$ cat src/rtl/arith_op_sequencer.sv
// Purpose: initiator for the 3-op arithmetic unit; registers op/operands, waits, captures g and flags signed overflow.
// Latency: accept at edge T, rsp_valid high after edge T+SETTLE_CYCLES; one op per SETTLE_CYCLES+2 cycles back-to-back.
// Backpressure: req_ready is low from accept until the response handshake; response held while rsp_ready=0.
// Optional: define ARITH_SELFCHECK_EN to compare alu_g against an internal model and flag rsp_err.
module arith_op_sequencer #(
  parameter int WIDTH         = 3,
  parameter int SETTLE_CYCLES = 1   // legal range 1..15
) (
  input  logic             clk,
  input  logic             rst_n,
  input  logic             req_valid,
  output logic             req_ready,
  input  logic [1:0]       req_op,
  input  logic [WIDTH-1:0] req_a,
  input  logic [WIDTH-1:0] req_b,
  output logic             alu_s0,
  output logic             alu_s1,
  output logic [WIDTH-1:0] alu_a,
  output logic [WIDTH-1:0] alu_b,
  input  logic [WIDTH-1:0] alu_g,
  output logic             rsp_valid,
  input  logic             rsp_ready,
  output logic [WIDTH-1:0] rsp_g,
  output logic             rsp_ovf,
  output logic             rsp_err
);

  localparam int               CNT_W    = 4;
  localparam logic [CNT_W-1:0] CNT_INIT = CNT_W'(SETTLE_CYCLES - 1);
  localparam logic [WIDTH-1:0] MIN_VAL  = {1'b1, {(WIDTH-1){1'b0}}};

  typedef enum logic [1:0] {
    IDLE   = 2'd0,
    SETTLE = 2'd1,
    RESP   = 2'd2
  } state_t;

  // Operation as driven onto the arithmetic unit; s1/s0 order matches req_op bits.
  typedef struct packed {
    logic             s1;
    logic             s0;
    logic [WIDTH-1:0] a;
    logic [WIDTH-1:0] b;
  } op_t;

  state_t           state;
  op_t              op_q;
  logic [CNT_W-1:0] settle_cnt;
  logic             ovf_next;
  logic             err_next;

  assign alu_s1 = op_q.s1;
  assign alu_s0 = op_q.s0;
  assign alu_a  = op_q.a;
  assign alu_b  = op_q.b;

  // Signed overflow of the operation currently on the unit, judged from the sampled result sign.
  always_comb begin
    ovf_next = 1'b0;
    case ({op_q.s1, op_q.s0})
      2'b00:   ovf_next = (op_q.a == MIN_VAL);
      2'b01:   ovf_next = (op_q.a[WIDTH-1] == op_q.b[WIDTH-1]) &&
                          (alu_g[WIDTH-1] != op_q.a[WIDTH-1]);
      2'b10:   ovf_next = (op_q.a[WIDTH-1] != op_q.b[WIDTH-1]) &&
                          (alu_g[WIDTH-1] != op_q.a[WIDTH-1]);
      default: ovf_next = (op_q.b == MIN_VAL);
    endcase
  end

`ifdef ARITH_SELFCHECK_EN
  logic [WIDTH-1:0] exp_g;
  logic             err_q;

  // Reference result for the registered operation; subtraction written as a + ~b + 1 like the hardware.
  always_comb begin
    exp_g = '0;
    case ({op_q.s1, op_q.s0})
      2'b00:   exp_g = op_q.a - WIDTH'(1);
      2'b01:   exp_g = op_q.a + op_q.b;
      2'b10:   exp_g = op_q.a + ~op_q.b + WIDTH'(1);
      default: exp_g = ~op_q.b + WIDTH'(1);
    endcase
    err_next = (alu_g != exp_g);
  end

  assign rsp_err = err_q;
`else
  assign err_next = 1'b0;
  assign rsp_err  = 1'b0;
`endif

  // Control FSM: accept, count settle edges, capture the result, hold it until the consumer takes it.
  always_ff @(posedge clk or negedge rst_n) begin
    if (!rst_n) begin
      state      <= IDLE;
      op_q       <= '0;
      settle_cnt <= '0;
      req_ready  <= 1'b1;
      rsp_valid  <= 1'b0;
      rsp_g      <= '0;
      rsp_ovf    <= 1'b0;
`ifdef ARITH_SELFCHECK_EN
      err_q      <= 1'b0;
`endif
    end else begin
      case (state)
        IDLE: begin
          if (req_valid) begin
            op_q.s1    <= req_op[1];
            op_q.s0    <= req_op[0];
            op_q.a     <= req_a;
            op_q.b     <= req_b;
            settle_cnt <= CNT_INIT;
            req_ready  <= 1'b0;
            state      <= SETTLE;
          end
        end
        SETTLE: begin
          if (settle_cnt != '0) begin
            settle_cnt <= settle_cnt - CNT_W'(1);
          end else begin
            rsp_g     <= alu_g;
            rsp_ovf   <= ovf_next;
            rsp_valid <= 1'b1;
`ifdef ARITH_SELFCHECK_EN
            err_q     <= err_next;
`endif
            state     <= RESP;
          end
        end
        RESP: begin
          if (rsp_ready) begin
            rsp_valid <= 1'b0;
            req_ready <= 1'b1;
            state     <= IDLE;
          end
        end
        default: begin
          rsp_valid <= 1'b0;
          req_ready <= 1'b1;
          state     <= IDLE;
        end
      endcase
    end
  end

endmodule

$ cat config.mk
export PLATFORM = sky130hd
export DESIGN_NAME = arith_op_sequencer
export DESIGN_NICKNAME = d
export VERILOG_FILES = /design/src/rtl/arith_op_sequencer.sv
export SDC_FILE = /design/constraint.sdc
export NUM_CORES = 1
export LEC_CHECK = 0
export CORE_MARGIN = 4
export CORE_UTILIZATION = 49
export DETAILED_ROUTE_END_ITERATION = 6
export MAX_ROUTING_LAYER = met4
export PLACE_DENSITY = 0.86
export REMOVE_ABC_BUFFERS = 1
export SYNTH_ARGS = -nofsm -noshare
export SYNTH_HDL_FRONTEND = slang
export SYNTH_SLANG_ARGS = --single-unit
$ cat constraint.sdc
create_clock -name clk -period 3.63 [get_ports clk]
set_input_delay 0.9075 -clock clk [delete_from_list [all_inputs] [get_ports clk]]
set_output_delay 0.9075 -clock clk [all_outputs]
set_load 0.02 [all_outputs]
==> results.md, run 1 <==
- Status: finished, final reports clean
- Mux cell area share after synthesis: 13.7%
- H-tree Lvls: 1
- Most frequent cells in the layout: clkdlybuf4s50_1 (28), dfrtp_1 (19), o21ai_0 (7)
- Setup bufs post-CTS: 0
- Drt initial violations: 6
- Post-synthesis sequential area ratio: about half
- CTS root buffer: clkbuf_4
- P&R area growth vs syn: 30.9%
- Vias/cell: 5.28
- Compound-cell area share of the yosys netlist: 11.8%
- IO Pins: 30
- LEAKAGE: 0.580 nW
- Post-CTS sizing: 0
- Hold Path Cell Cnt: 1
- Rows: 16
- WL per Instance: 14.2 um
- Clock skew: 0.00813 ns
- Largest net degree at the start of global routing: 21
- Via count: 734
- CTS sink cnt: 20
- FF+latch count, synth: 20
- Diodes inserted: 0
- FF-to-FF Start: settle_cnt[0]$_DFFE_PN0P_
- Post-Syn Instances: between 80 and 90
- GR Overflow Total: 0
- Clock buffer depth: 2
- PortBufs: 28
- Synth Area in Adders: ~5.0%
- Clock transition at path regs: 0.11 ns
- Placement Cell Area: 1290 um^2
- Crit end category: output pin
- Crit-path max FO: 3
- Post-Syn Area: 1000 um^2
- Post-Synth Simple-Gate Area: 13.3%
- Die area: ~2800 um^2
- Layout cell share with drive strength beyond 1: between 15 and 20%
- RSZ-0062 raised after global routing: false
- Syn_area_per_cell: between 10 and 15 um^2
- Hold EP: rsp_ovf$_DFFE_PN0P_
- 1st-pass router iterations: 2
- Tmin final: 2.36 ns
- Worst Path Buf+Inv: 1
- Die Span Y: 53.3 um
- Antenna-violating nets left: 0
- R2r endpoint: rsp_g[2]$_DFFE_PN0P_
- Fmax: 424 MHz
- Worst hold start: rsp_ovf$_DFFE_PN0P_
- WHS: 0.523 ns
- CP top delay family: buffers and inverters
- GR Util All Layers: 17.1%
- Starting Density: around half
- Startpoint types: flop
- CP max stage cell: clkdlybuf4s50_1
- Die W: between 50 and 60 um
- Final hold vios: 0
- Share of the synthesized area in the top cell type: 47.4%
- Final setup viols: 0
- Cts hold-fix bufs: 0
- Hpwl dp: 1.54 mm
- Setup TNS: 0 ns
- # Max-Cap Violations: 0
- WP data required: 2.72 ns
- Fin util: about two thirds
- Crit-path cells: clkdlybuf4s50_1
- First-pass GRT wire length: 3.39 mm
- Remaining routing DRC violations: 0
- Placeable Area: 1960 um^2
- Initial antenna violation count: 0
- Relative slew slack: 42.7%
- Post-route cell area: 1310 um^2
- Worst EP arrival: 1.45 ns
- Library cells used by synthesis: 30
- Pins Over Slew Limit: 0
- WL final: between 1.5 and 2 mm
- Final Cycle Share: around two thirds
- Clock Latency Late Sink: 0.29 ns
- CTS tree: built
- R2R Setup Slk: 1.83 ns
- Slew @ Worst Pin: 0.856 ns
- R2R depth: 5
- RD Place Congestion: 0.745
- Post-synthesis xor/xnor area fraction: 0.873%
- Vias in the first global route: 759
- Synth top area cells: dfrtp_1 (47%), mux2_2 (6.7%), mux2_4 (6.0%)
- Largest stage delay, worst path: ~0.60 ns
- Final #Nets: 132
- Pwr dens: 789 nW/um^2
- Hold Crit Class: reg -> reg
- Max VDD drop: 0.610 mV
- Number of CTS-inserted buffers: 3
- Commonest non-fill, non-tap cell in the layout: clkdlybuf4s50_1
- Synth Warn #: 0
- Area leader, netlist: dfrtp_1
- Largest family of logic cells by synthesized area: multiplexers
- Crit Path Class: reg -> out
## sequential cells by signal, indices dropped and copies added (netlist names)
| register | cells |
|---|---|
| rsp_valid | 1 |
| alu_b | 3 |
| alu_s0 | 1 |
| rsp_ovf | 1 |
| alu_a | 3 |
| rsp_g | 3 |
| req_ready | 1 |
| state | 2 |
| alu_s1 | 1 |
| settle_cnt | 4 |
## power breakdown
group          total [mW]  switching, mW  internal, mW
Sequential          0.404         0.0890         0.315
Clock               0.106         0.0632        0.0427
Combinational       0.527          0.236         0.290
Total                1.04          0.389         0.648
## layer usage
layer | routed length (um) | vias to the layer above | share of wire, % | track usage (%)
li1 | - | 350 | - | -
met1 | 925 | 356 | 47 | 23.4
met2 | 869 | 26 | 44 | 23.7
met3 | 153 | 2 | 7.8 | 4.51
met4 | 19 | 0 | 0.96 | 7.66
met5 | 0 | - | 0 | -
## through the flow
stage	std cells	setup slack [ns]	power, mW
final	139	1.27	1.04
after global routing	139	1.23	1.10
after CTS	139	1.25	1.05
after detailed placement	135	1.28	0.941
after global placement	135	1.32	0.921
after floorplan	80	1.90	0.708
## synthesized netlist by cell type
| cell | instances |
|---|---|
| o22a_1 | 1 |
| nor2_1 | 2 |
| or4_1 | 1 |
| and3_1 | 1 |
| nor3_1 | 1 |
| inv_1 | 5 |
| dfrtp_1 | 19 |
| buf_4 | 1 |
| nor3b_4 | 2 |
| dfstp_2 | 1 |
| o31ai_1 | 1 |
| mux2_4 | 4 |
| ha_1 | 4 |
| nor2b_1 | 2 |
| nand2_1 | 5 |
| buf_6 | 2 |
| o21ai_1 | 1 |
| conb_1 | 1 |
| nor4b_1 | 1 |
| nor4bb_1 | 1 |
| a21oi_1 | 4 |
| o21ai_0 | 7 |
| xnor2_1 | 1 |
| or2_2 | 1 |
| mux2i_1 | 1 |
| nand2b_1 | 1 |
| a21o_1 | 1 |
| mux2_2 | 6 |
| a22o_1 | 4 |
| or2b_1 | 1 |
## cell families after synthesis
logic type,count (synthesis)
xor+xnor,1
flops,20
mux,11
fa+ha+maj,4
other cells,1
buf+inv,8
simple gates,19
compound gates,19
## layout make-up
type | instances | area (um^2)
Sequential cell | 20 | 502
Timing Repair Buffer | 28 | 280
Clock buffer | 4 | 26.3
Inverter | 5 | 18.8
Tap cell | 27 | 33.8
Fill cell | 167 | 648
Multi-Input combinational cell | 55 | 453
## worst max path at each step
stage,endpoint,slack (ns),cells after the start,start
2_1_floorplan,alu_a[0]$_DFFE_PN0P_,1.90,2,req_valid
3_3_place_gp,alu_a[2]$_DFFE_PN0P_,1.32,3,req_valid
3_5_place_dp,alu_b[1]$_DFFE_PN0P_,1.28,3,req_valid
4_1_cts,req_ready,1.25,1,req_ready$_DFFE_PN1P_
5_1_grt,req_ready,1.23,1,req_ready$_DFFE_PN1P_
6_report,req_ready,1.27,1,req_ready$_DFFE_PN1P_
(Power assumes the default switching activity.)
==> run 2, diff against run 1 <==
--- a/config.mk
+++ b/config.mk
@@ -6,10 +6,10 @@
 export NUM_CORES = 1
 export LEC_CHECK = 0
 export CORE_MARGIN = 4
-export CORE_UTILIZATION = 49
+export CORE_UTILIZATION = 41
 export DETAILED_ROUTE_END_ITERATION = 6
 export MAX_ROUTING_LAYER = met4
-export PLACE_DENSITY = 0.86
+export PLACE_DENSITY = 0.77
 export REMOVE_ABC_BUFFERS = 1
 export SYNTH_ARGS = -nofsm -noshare
 export SYNTH_HDL_FRONTEND = slang
==> constraint.sdc (replaced) <==
create_clock -name clk -period 2 [get_ports clk]
set_input_delay 0.5 -clock clk [delete_from_list [all_inputs] [get_ports clk]]
set_output_delay 0.5 -clock clk [all_outputs]
set_load 0.02 [all_outputs]
==> run 2 against run 1 <==
Die area grew 16%; sequential share of layout area down 1.2 points; sequential power increased by 80%; flip-flop and latch count is the same; critical path type unchanged; critical endpoint is now alu_b[2]; largest cell class unchanged; highest routed layer unchanged.
==> results.md, run 2 (synthesized netlist as in run 1, its figures left out) <==
- Status: finished, final reports clean
- Most flops, register: settle_cnt
- Drt initial violations: 7
- WL per Instance: between 10 and 15 um
- Cts hold-fix bufs: 0
- PortBufs: 28
- Die area: about 3300 um^2
- Starting Density: 44.1%
- Cell count along the critical path: 1
- CTS tree: built
- RD Place Congestion: ~0.77
- IO Pins: 30
- GR Util All Layers: 13.7%
- RSZ-0062 raised after global routing: false
- Setup bufs post-CTS: 0
- Initial antenna violation count: 0
- FF-to-FF Start: settle_cnt[0]$_DFFE_PN0P_
- CTS sink cnt: 20
- Hold Crit Class: in -> async
- Pwr dens: 1430 nW/um^2
- Die W: 57.5 um
- Crit end category: output pin
- CP top delay family: buffers and inverters
- Remaining routing DRC violations: 0
- Via count: slightly above 700
- Tot Pwr: around 1.9 mW
- R2r endpoint: rsp_g[1]$_DFFE_PN0P_
- Max FFs per register: 4
- Vias in the first global route: around 730
- Worst EP arrival: 1.33 ns
- Most frequent cells in the layout: clkdlybuf4s50_1 (27), dfrtp_1 (19), o21ai_0 (7)
- Worst Path Buf+Inv: 1
- Capture point of the critical path: alu_b[2]
- Diodes inserted: 0
- Post-CTS sizing: 0
- Rows: 17
- Setup TNS: 0 ns
- Final setup viols: 0
- Hpwl dp: 1.57 mm
- LEAKAGE: 0.612 nW
- Clock skew: 0.00323 ns
- Relative slew slack: between 50% and 60%
- Layout cell share with drive strength beyond 1: 17.5%
- CP max stage cell: clkdlybuf4s50_1
- Largest stage delay, worst path: about 0.63 ns
- P&R area growth vs syn: 35.0%
- WP data required: 1.50 ns
- Final #Nets: 134
- 1st-pass router iterations: 4
- H-tree Lvls: 1
- Placeable Area: 2280 um^2
- Largest net degree at the start of global routing: 21
- Clock transition at path regs: 0.10 ns
- Die Span Y: about 57 um
- Setup WS pre-CTS: 0.156 ns
- Startpoint types: flop
- GR Overflow Total: 0
- Crit-path max FO: 4
- Clock buffer depth: 2
- Tmin final: between 1.5 and 2 ns
- Final hold vios: 0
- Crit-path cells: clkdlybuf4s50_1
- R2R Setup Slk: about 0.18 ns
- Slew @ Worst Pin: 0.625 ns
- Clock Latency Late Sink: 0.29 ns
- Pins Over Slew Limit: 0
- Crit Path Class: reg -> out
- Commonest non-fill, non-tap cell in the layout: clkdlybuf4s50_1
- # Max-Cap Violations: 0
- R2R depth: 5
- Min setup slack post-route: about 0.17 ns
- Number of CTS-inserted buffers: 3
- Crit path launch: alu_b[2]$_DFFE_PN0P_
- Max VDD drop: 0.764 mV
- Vias/cell: between 5 and 6
- First-pass GRT wire length: around 3.4 mm
- CTS root buffer: clkbuf_4
- WL final: 2.00 mm
- Final Cycle Share: 91.7%
- Antenna-violating nets left: 0
- Fmax: 545 MHz
[run 2: where the power goes]
group / leakage [nW] / switching (mW) / internal [mW] / total, mW
Combinational: 0.346 / 0.436 / 0.551 / 0.988
Clock: 0.0210 / 0.115 / 0.111 / 0.226
Sequential: 0.245 / 0.154 / 0.572 / 0.726
[run 2: per-stage QoR]
step           instances  utilization (%)  hold WS [ns]  instance area, um^2
2_1_floorplan         80                -         0.204                  973
3_3_place_gp         138             57.8         0.493                 1320
3_5_place_dp         138             57.8         0.498                 1320
4_1_cts              142             59.4         0.530                 1350
5_1_grt              142             59.5         0.558                 1360
6_report             142             59.5         0.529                 1360
[run 2: worst min-delay path by stage]
stage	startpoint	to	slack (ns)
6_report	rst_n	alu_b[2]$_DFFE_PN0P_	0.53
5_1_grt	rsp_g[2]$_DFFE_PN0P_	rsp_g[2]$_DFFE_PN0P_	0.56
4_1_cts	rst_n	state[0]$_DFFE_PN0P_	0.53
3_5_place_dp	rsp_ovf$_DFFE_PN0P_	rsp_ovf$_DFFE_PN0P_	0.50
3_3_place_gp	rsp_g[1]$_DFFE_PN0P_	rsp_g[1]$_DFFE_PN0P_	0.49
2_1_floorplan	rst_n	alu_a[0]$_DFFE_PN0P_	0.20
[run 2: cell type report]
class                           instances  area, um^2
Fill cell                             194         921
Sequential cell                        20         502
Multi-Input combinational cell         55         453
Timing Repair Buffer                   30         310
Clock buffer                            4        36.3
Tap cell                               28        35.0
Inverter                                5        18.8
[run 2: metal layers]
metal / share of wire [%] / vias up / global-route usage [%]
met5: 0 / - / -
met4: 0.75 / 0 / 4.97
met3: 8.4 / 2 / 3.17
met2: 46 / 29 / 20.2
met1: 45 / 340 / 18.4
li1: - / 356 / -
